[config.mk]
export PLATFORM = sky130hd
export DESIGN_NAME = serial_subtractor
export DESIGN_NICKNAME = d
export VERILOG_FILES = /design/src/rtl/subtractor_pkg.sv /design/src/rtl/subtractor_slice.sv /design/src/rtl/serial_subtractor.sv
export SDC_FILE = /design/constraint.sdc
export NUM_CORES = 1
export LEC_CHECK = 0
export ABC_AREA = 1
export CAP_MARGIN = 10
export CORE_UTILIZATION = 48
export DETAILED_ROUTE_END_ITERATION = 8
export PLACE_DENSITY_LB_ADDON = 0.05
export SKIP_CTS_REPAIR_TIMING = 1
export SLEW_MARGIN = 15
export SYNTH_ARGS = -nofsm -noshare
export SYNTH_HDL_FRONTEND = slang
export SYNTH_SLANG_ARGS = --single-unit
[constraint.sdc]
create_clock -name clk -period 2.1 [get_ports clk]
set_input_delay 0.315 -clock clk [delete_from_list [all_inputs] [get_ports clk]]
set_output_delay 0.315 -clock clk [all_outputs]
set_load 0.02 [all_outputs]
[src/rtl/subtractor_pkg.sv]
// subtractor_pkg: shared FSM encoding, counter sizing and parameter checks for serial_subtractor
//   state_t     : IDLE / RUN controller states
//   cnt_width   : step-counter width, clog2(steps) with a minimum of 1
//   params_ok   : legality of a WIDTH/DIGIT pair
package subtractor_pkg;

   typedef enum logic {IDLE, RUN} state_t;

   function automatic int cnt_width(input int steps);
      return (steps <= 1) ? 1 : $clog2(steps);
   endfunction

   function automatic bit params_ok(input int width, input int digit);
      return width >= 2 && digit >= 1 && digit <= width && width % digit == 0;
   endfunction

endpackage

[src/rtl/subtractor_slice.sv]
// subtractor_slice: combinational DIGIT-bit full subtractor, d = x - y - bin
//   x, y : DIGIT-bit minuend / subtrahend slices
//   bin  : incoming borrow
//   d    : DIGIT-bit difference slice
//   bout : outgoing borrow
module subtractor_slice #(
   parameter int DIGIT = 1
) (
   input  logic [DIGIT-1:0] x,
   input  logic [DIGIT-1:0] y,
   input  logic             bin,
   output logic [DIGIT-1:0] d,
   output logic             bout
);

   // One extra bit on top: it goes high exactly when the slice result is negative.
   logic [DIGIT:0] r;

   always_comb r = {1'b0, x} - {1'b0, y} - {{DIGIT{1'b0}}, bin};

   assign d    = r[DIGIT-1:0];
   assign bout = r[DIGIT];

endmodule

[src/rtl/serial_subtractor.sv]
// serial_subtractor: multi-cycle a - b - borrow_in, DIGIT bits per clock, start/busy/done handshake
//   clk, rst               : clock, asynchronous active-high reset
//   start                  : request, accepted only when idle
//   a, b, borrow_in        : operands, captured on the accepted start
//   signed_mode            : enables two's-complement overflow flag, captured on start
//   busy, done             : operation in progress / one-cycle completion pulse
//   diff, borrow_out       : result and final borrow, held until the next completion
//   overflow, zero         : signed overflow and diff == 0 flags, held likewise
module serial_subtractor
   import subtractor_pkg::*;
#(
   parameter int WIDTH = 8,
   parameter int DIGIT = 1
) (
   input  logic             clk,
   input  logic             rst,
   input  logic             start,
   input  logic [WIDTH-1:0] a,
   input  logic [WIDTH-1:0] b,
   input  logic             borrow_in,
   input  logic             signed_mode,
   output logic             busy,
   output logic             done,
   output logic [WIDTH-1:0] diff,
   output logic             borrow_out,
   output logic             overflow,
   output logic             zero
);

   localparam int STEPS = WIDTH / DIGIT;
   localparam int CW    = cnt_width(STEPS);

   if (!params_ok(WIDTH, DIGIT)) begin : g_bad_params
      $error("serial_subtractor: WIDTH must be >= 2 and a multiple of DIGIT");
   end

   state_t           state;
   logic [CW-1:0]    cnt;
   logic [WIDTH-1:0] a_sr, b_sr, r_sr, nxt_r;
   logic             bor, a_msb, b_msb, smode;
   logic [DIGIT-1:0] sd;
   logic             sb;

   subtractor_slice #(.DIGIT(DIGIT)) u_slice (
      .x   (a_sr[DIGIT-1:0]),
      .y   (b_sr[DIGIT-1:0]),
      .bin (bor),
      .d   (sd),
      .bout(sb)
   );

   // New slice enters at the MSB end; after STEPS shifts the word is in order.
   assign nxt_r = WIDTH'({sd, r_sr} >> DIGIT);

   always_ff @(posedge clk or posedge rst) begin
      if (rst) begin
         state      <= IDLE;
         cnt        <= '0;
         a_sr       <= '0;
         b_sr       <= '0;
         r_sr       <= '0;
         bor        <= 1'b0;
         a_msb      <= 1'b0;
         b_msb      <= 1'b0;
         smode      <= 1'b0;
         busy       <= 1'b0;
         done       <= 1'b0;
         diff       <= '0;
         borrow_out <= 1'b0;
         overflow   <= 1'b0;
         zero       <= 1'b0;
      end else begin
         done <= 1'b0;
         if (state == IDLE) begin
            if (start) begin
               a_sr  <= a;
               b_sr  <= b;
               bor   <= borrow_in;
               a_msb <= a[WIDTH-1];
               b_msb <= b[WIDTH-1];
               smode <= signed_mode;
               cnt   <= '0;
               busy  <= 1'b1;
               state <= RUN;
            end
         end else begin
            a_sr <= a_sr >> DIGIT;
            b_sr <= b_sr >> DIGIT;
            r_sr <= nxt_r;
            bor  <= sb;
            if (cnt == CW'(STEPS - 1)) begin
               diff       <= nxt_r;
               borrow_out <= sb;
               zero       <= nxt_r == '0;
               overflow   <= smode & (a_msb ^ b_msb) & (nxt_r[WIDTH-1] ^ a_msb);
               done       <= 1'b1;
               busy       <= 1'b0;
               state      <= IDLE;
            end else begin
               cnt <= cnt + 1'b1;
            end
         end
      end
   end

endmodule

[Yosys cells after proc, flatten, opt, wreduce, memory -nomap -nowiden]
Cells that the tools add are included.
Operators by class
  $add $sub $neg: 3
  multipliers: 0
  divide/modulo/power cells: 0
  magnitude comparators: 0
  eq/ne operators: 3
  shift-type cells: 0
  multiplexer cells: 17
  bitwise logic cells: 5
  reduce and logical (&&, ||, !) cells: 6
Operators with widths (count)
  $mux 8: 4
  $mux 1: 10
  $mux 3: 3
  $logic_not 8->1: 1
  $reduce_and 2->1: 4
  $add 3x1->3 const B: 1
  $eq 3x3->1 const B: 1
  $and 1x1->1: 2
  $ne 2x1->1 const B: 1
  $ne 2x2->1 const B: 1
  $reduce_bool 2->1: 1
  $sub 1x1->2: 1
  $sub 2x1->2: 1
  $xor 1x1->1: 2
  $not 1->1: 1
Word-level totals
  register bits: 45
  latch bits: 0
  bits in writable memories: 0
  memory bits (read-only): 0
  bits of input ports: 21
  output and inout bits: 13
  memories kept: 0

[Depth between registers and ports, before layout]
Gate-level depths: netlist of run 1.
  word-level depth: 4
  gate-level depth with buffers: 7
  gate-level depth less buffers: 6

[By module]
From an unflattened synthesis of run 1, not the netlist that was laid out.
Unflattened totals
  cells, all modules: 208
  area total of the unflattened synthesis: 1893.1 um^2
By module, submodules not included
  serial_subtractor: times used 1, cells an instance 205, area an instance 1865.5 um^2
  subtractor_slice: times used 1, cells an instance 3, area an instance 27.5 um^2

[Worst setup path before layout of run 1]
Ideal clock, no wire load.
  path type: flip-flop to flip-flop
  start: register bor
  end: register zero
  arrival time: 1.223 ns
  required time: 2.035 ns
  slack: 0.812 ns
  cell stages (with the launch flop): 6
  path buffers: 0
  path through: dfrtp_1 fa_1 inv_1 nor2_1 nand3_1 nand2_1
Between the ends
  cells in the longest elaborated chain, start to end: 2
RTL lines
  start: declaration: line serial_subtractor.sv:40  | logic bor, a_msb, b_msb, smode;
  start signal: assignment: line serial_subtractor.sv:78  | bor <= borrow_in;
  $sub 2x1->2: line subtractor_slice.sv:19  | always_comb r = {1'b0, x} - {1'b0, y} - {{DIGIT{1'b0}}, bin};
  $logic_not 8->1: line serial_subtractor.sv:94  | zero <= nxt_r == '0;
  end signal: assignment: line serial_subtractor.sv:71  | zero <= 1'b0;
  end signal: assignment: line serial_subtractor.sv:94
  end: declaration: line serial_subtractor.sv:27  | output logic zero
Every way passes these cells.
A chain may end at the register's enable or synchronous reset.

[Worst setup path after layout of run 1]
  start: register diff[0]
  end: output port diff[0]
RTL lines
  start: declaration: line serial_subtractor.sv:24  | output logic [WIDTH-1:0] diff,
  start signal: assignment: line serial_subtractor.sv:92  | diff <= nxt_r;
No word-level cell between the ends.

==> impl_metrics.csv, run 1 <==
group,metric,value,unit
outcome,status,"finished clean",
setup_path,crit_chain,"clkdlybuf4s50_1",
pwr,clkPwrFrac,16.7,%
clock_network,clockBufferDepth,2,
sta,setup_slack,0.527,ns
sta,hold_viol,0,
sta,setup_viol,0,
detailed_routing,drt_pass1_iterations,4,
setup_path,cp.depth,1,
die,die_y,64.1,um
detailed_routing,wl_per_cell,11.5,um
setup_path,r2r-start,"state",
clock_network,clk_pin_slew,0.08,ns
detailed_routing,vias_per_cell,4.83,
global_routing,grt.overflow.total,0,
job,drv_cap,0,
synthesis,synth_seq_cells,44,
setup_path,worstSetupPathType,"register to primary output",
synthesis,ys_types,20,
detailed_routing,drc,0,
die,die_area,0.00411,sq mm
global_routing,grt_pass1_vias,1365,
pwr,power_leakage,0.00112,uW
clock_network,cts-root-buf,"clkbuf_8",
die,num_rows,22,
setup_path,crit_fanout,2,
setup_path,worstReg2RegEnd,"cnt[2]",
sta,max_freq,636,MHz
synthesis,synth_area,0.00185,sq mm
global_routing,grt_pass1_wl,5.87,mm
die,die_w,64.1,um
setup_path,critical_path_buf_inv_count,1,
clock_network,numClockSinks,44,
final_layout,nets,263,
pwr,intPower,1990,uW
clock_network,clk-insertion-delay-late,0.30,ns
sta,worst_slew_pin_slew,0.555,ns
detailed_routing,drt_wl_total,3.31,mm
setup_path,rrSetupSlack,0.54,ns
sta,fin_crit_sh,74.9,%
setup_path,critical_path_required,1.78,ns
setup_path,cp_data_arrival_time,1.26,ns
setup_path,critPathCapture,"diff[0]",
sta,rsz0062_at_grt,"false",
detailed_routing,ant_nets,0,
global_routing,antenna_found_initial,0,
final_layout,fillCellCount,363,
pwr,p_comb_share,38.2,%
clock_network,cts_buffers,5,
final_layout,drive_gt1_share,6.67,%
pwr,peakVddDrop,0.000821,V
setup_path,cp_top_family,"buffers and inverters",
sta,fin_crit,1.57,ns
setup_path,cpPeakStageDelay,0.61,ns
die,initial_utilization,50.2,%
clock_network,cts_tree,"done",
final_layout,area_growth,23.9,%
pwr,power_density,1390,mW/mm^2
placed_design,gp_congestion,0.750,
final_layout,final_common_cell,"nand2_1",
synthesis,avgSynthCellArea,9.07,sq um
placed_design,dp_slack,0.569,ns
sta,finClkSkew,0.00535,ns
sta,relSlewSlack,63.0,%
setup_path,setup.worst_path.start,"diff[0]",
synthesis,synth_nets,228,
pwr,seq_power_share,45.1,%
setup_path,cp_slowest_cell,"clkdlybuf4s50_1",
global_routing,grt_max_degree,45,
pwr,sw_frac_of_total,37.4,%
setup_path,cp-start-kind,"register",
detailed_routing,vias,1390,
synthesis,yosys_warnings,0,
detailed_routing,drt_iter0_markers,65,
placed_design,place_hpwl,2.39,mm
clock_network,htree_num_levels,2,
die,core_area,0.00369,sq mm
sta,fin_tns_setup,0,ns
sta,maxSlewViolCount,0,
setup_path,cp-end-kind,"primary output",
final_layout,antenna_cells,0,
min_path,worstHoldPathType,"input pin to async pin",
global_routing,grt_usage,19.3,%
final_layout,final_util,62.1,%
pwr,power.switching,1190,uW
die,ios,34,
synthesis,syn_inst,204,
synthesis,yosysSeqAreaShare,59.5,%
setup_path,r2r.worst_path.cells,4,
placed_design,io_buffers,33,
final_layout,final_cell_mix,"nand2_1, dfrtp_1, clkdlybuf4s50_1",
[cell usage after synthesis]
cell type,instances,share of area (%)
nand2_1,76,15
dfrtp_1,44,59
o21ai_0,20,5.4
inv_1,18,3.7
nand3_1,16,4.3
nor2_1,7,1.4
o21ai_1,4,1.1
buf_2,3,0.81
buf_6,3,1.8
ha_1,2,1.4
inv_4,2,0.68
buf_4,1,0.41
fa_1,1,1.1
nand2_2,1,0.34
nand2_4,1,0.61
nor2_2,1,0.34
nor2_4,1,0.61
o211ai_1,1,0.41
o21bai_1,1,0.41
or2_1,1,0.34
[metal layers]
metal  global-route usage (%)  vias to the layer above  wire length [um]
met4                     11.7                        0                35
met1                     23.0                      652              1460
met5                        0                        -                 0
li1                         -                      706                 -
met3                     4.29                        2               159
met2                     31.9                       30              1660
[worst min path at each step]
| stage | to | slack [ns] | depth (start not counted) |
|---|---|---|---|
| global route | a_sr[2] | 0.51 | 3 |
| finish | r_sr[5] | 0.44 | 3 |
| detailed placement | zero | 0.47 | 2 |
| global placement | r_sr[3] | 0.47 | 2 |
| floorplan | a_sr[0] | 0.43 | 2 |
| CTS | a_sr[2] | 0.47 | 3 |
[stage by stage]
step	hold WS (ns)	cell area [sq um]	instances	total power, uW
final	0.442	2290	288	3180
after global routing	0.510	2290	288	3470
after CTS	0.468	2290	288	3240
after detailed placement	0.469	2200	280	2700
after global placement	0.465	2200	280	2640
after floorplan	0.435	1850	204	2270
[power by group through the flow]
stage / Combinational (uW) / Clock (uW) / Sequential (uW)
after global routing: 1400 / 586 / 1480
final: 1210 / 531 / 1430
after global placement: 1200 / 0 / 1440
after floorplan: 776 / 0 / 1500
after CTS: 1250 / 557 / 1440
after detailed placement: 1240 / 0 / 1450
[state kept, by name (all words and copies together), names as in the netlist]
| register | count |
|---|---|
| a_sr | 8 |
| b_sr | 8 |
| diff | 8 |
| r_sr | 7 |
| cnt | 3 |
| a_msb | 1 |
| b_msb | 1 |
| bor | 1 |
| borrow_out | 1 |
| busy | 1 |
| done | 1 |
| overflow | 1 |
| smode | 1 |
| state | 1 |
| zero | 1 |
[cell type report]
cell class,count,area [sq um],share of cell area (%)
inverter,20,80.1,3.49
clock inverter,2,10.0,0.437
clock buffer,6,82.6,3.60
tap,48,60.1,2.62
sequential,44,1100,48.0
timing repair buffer,35,345,15.1
multi-input combinational,133,613,26.7
[cell families (layout without fill, tap and decap cells)]
logic type                 count (synthesis)  count (layout)  share of synthesized area, %
and+or+nand+nor                          104             104                          23.4
DFF                                       44              44                          59.5
buffers and inverters                     27              63                          7.37
AOI/OAI and AO/OA                         26              26                          7.30
adders and majority gates                  3               3                          2.43
No activity file was read; power rests on OpenSTA's default activity.
==> run 2: changes to the inputs <==
Clock period 2.1 ns to 1.5 ns, I/O delays scaled along.
==> impl_metrics.csv, run 2 (synthesis gave the netlist of run 1 again) <==
group,metric,value,unit
detailed_routing,drc,0,
die,die_y,64.1,um
sta,fin_crit,1.46,ns
global_routing,grt.overflow.total,0,
setup_path,cp-end-kind,"primary output",
pwr,power_leakage,0.00127,uW
setup_path,crit_fanout,2,
sta,fin_crit_sh,97.4,%
pwr,power_density,1890,mW/mm^2
global_routing,grt_pass1_wl,6.20,mm
sta,max_freq,684,MHz
detailed_routing,wl_per_cell,12.1,um
sta,finClkSkew,0.00562,ns
detailed_routing,vias,1414,
placed_design,io_buffers,33,
clock_network,clk-insertion-delay-late,0.29,ns
job,drv_cap,0,
setup_path,cp_data_arrival_time,1.24,ns
setup_path,critical_path_buf_inv_count,1,
setup_path,worstSetupPathType,"register to primary output",
clock_network,clk_pin_slew,0.07,ns
die,ios,34,
detailed_routing,drt_iter0_markers,74,
clock_network,clockBufferDepth,2,
die,num_rows,22,
detailed_routing,drt_pass1_iterations,4,
final_layout,reg_top3,"a_sr: 8 flops, b_sr: 8 flops, diff: 8 flops",
detailed_routing,drt_wl_total,3.49,mm
detailed_routing,ant_nets,0,
sta,hold_viol,0,
sta,worst_slew_pin_slew,0.394,ns
clock_network,cts_buffers,5,
setup_path,critical_path_required,1.27,ns
die,die_area,0.00411,sq mm
sta,relSlewSlack,73.7,%
final_layout,area_growth,27.3,%
detailed_routing,vias_per_cell,4.89,
global_routing,grt_pass1_vias,1391,
sta,rsz0062_at_grt,"false",
placed_design,dp_slack,0.0842,ns
global_routing,antenna_found_initial,0,
setup_path,rrSetupSlack,0.11,ns
sta,maxSlewViolCount,0,
placed_design,gp_congestion,0.770,
placed_design,place_hpwl,2.53,mm
setup_path,cp_top_family,"buffers and inverters",
setup_path,cp_slowest_cell,"clkdlybuf4s50_1",
final_layout,nets,267,
sta,setup_slack,0.0386,ns
global_routing,grt_usage,20.1,%
final_layout,antenna_cells,0,
global_routing,grt_max_degree,26,
sta,setup_viol,0,
min_path,worstHoldPathType,"input pin to async pin",
clock_network,cts-root-buf,"clkbuf_8",
die,core_area,0.00369,sq mm
outcome,status,"finished clean",
final_layout,drive_gt1_share,7.47,%
setup_path,cpPeakStageDelay,0.60,ns
final_layout,final_util,63.9,%
clock_network,cts_tree,"done",
clock_network,numClockSinks,44,
die,initial_utilization,50.2,%
die,die_w,64.1,um
setup_path,cp-start-kind,"register",
pwr,peakVddDrop,0.00101,V
clock_network,htree_num_levels,2,
setup_path,crit_chain,"clkdlybuf4s50_1",
final_layout,final_common_cell,"nand2_1",
final_layout,final_cell_mix,"nand2_1, dfrtp_1, clkdlybuf4s50_1",
[run 2: routing by layer]
layer	global-route usage [%]	up-vias	routed length (um)	share of wire (%)
met5	0	-	0	0
met4	7.50	0	55	1.6
met3	6.07	6	172	4.9
met2	33.0	31	1720	49
met1	24.9	668	1540	44
li1	-	709	-	-
[run 2: report_power, final]
group	switching, uW	internal [uW]	total, uW
combinational	1050	777	1830
clock	351	300	651
sequential	299	1690	1990
total	1700	2760	4460
[run 2: worst paths after layout]
check / end / startpoint / depth (start not counted)
setup / recovery: diff[6] / diff[6] / 1
hold / removal: diff[2] / rst / 2
setup reg to reg: zero / bor / 5
hold reg to reg: zero / zero / 2
max in group asynchronous: diff[0] / rst / 3
min in group clk: b_sr[2] / b[2] / 3
[run 2: final cells by class]
type	instances	area, sq um
Clock buffer	5	68.8
Multi-Input combinational cell	133	621
Fill cell	337	1330
Inverter	20	80.1
Sequential cell	44	1100
Tap cell	48	60.1
Timing Repair Buffer	39	425
[run 2: metrics by stage]
stage | TNS, ns | cell area [sq um] | total power [uW] | std cells | hold WS (ns)
after global routing | 0 | 2360 | 4840 | 289 | 0.181
after floorplan | 0 | 1850 | 3180 | 204 | 0.345
after CTS | -0.000434 | 2320 | 4530 | 289 | 0.172
final | 0 | 2360 | 4460 | 289 | 0.172
after detailed placement | 0 | 2250 | 3860 | 284 | 0.472
after global placement | 0 | 2250 | 3760 | 284 | 0.456
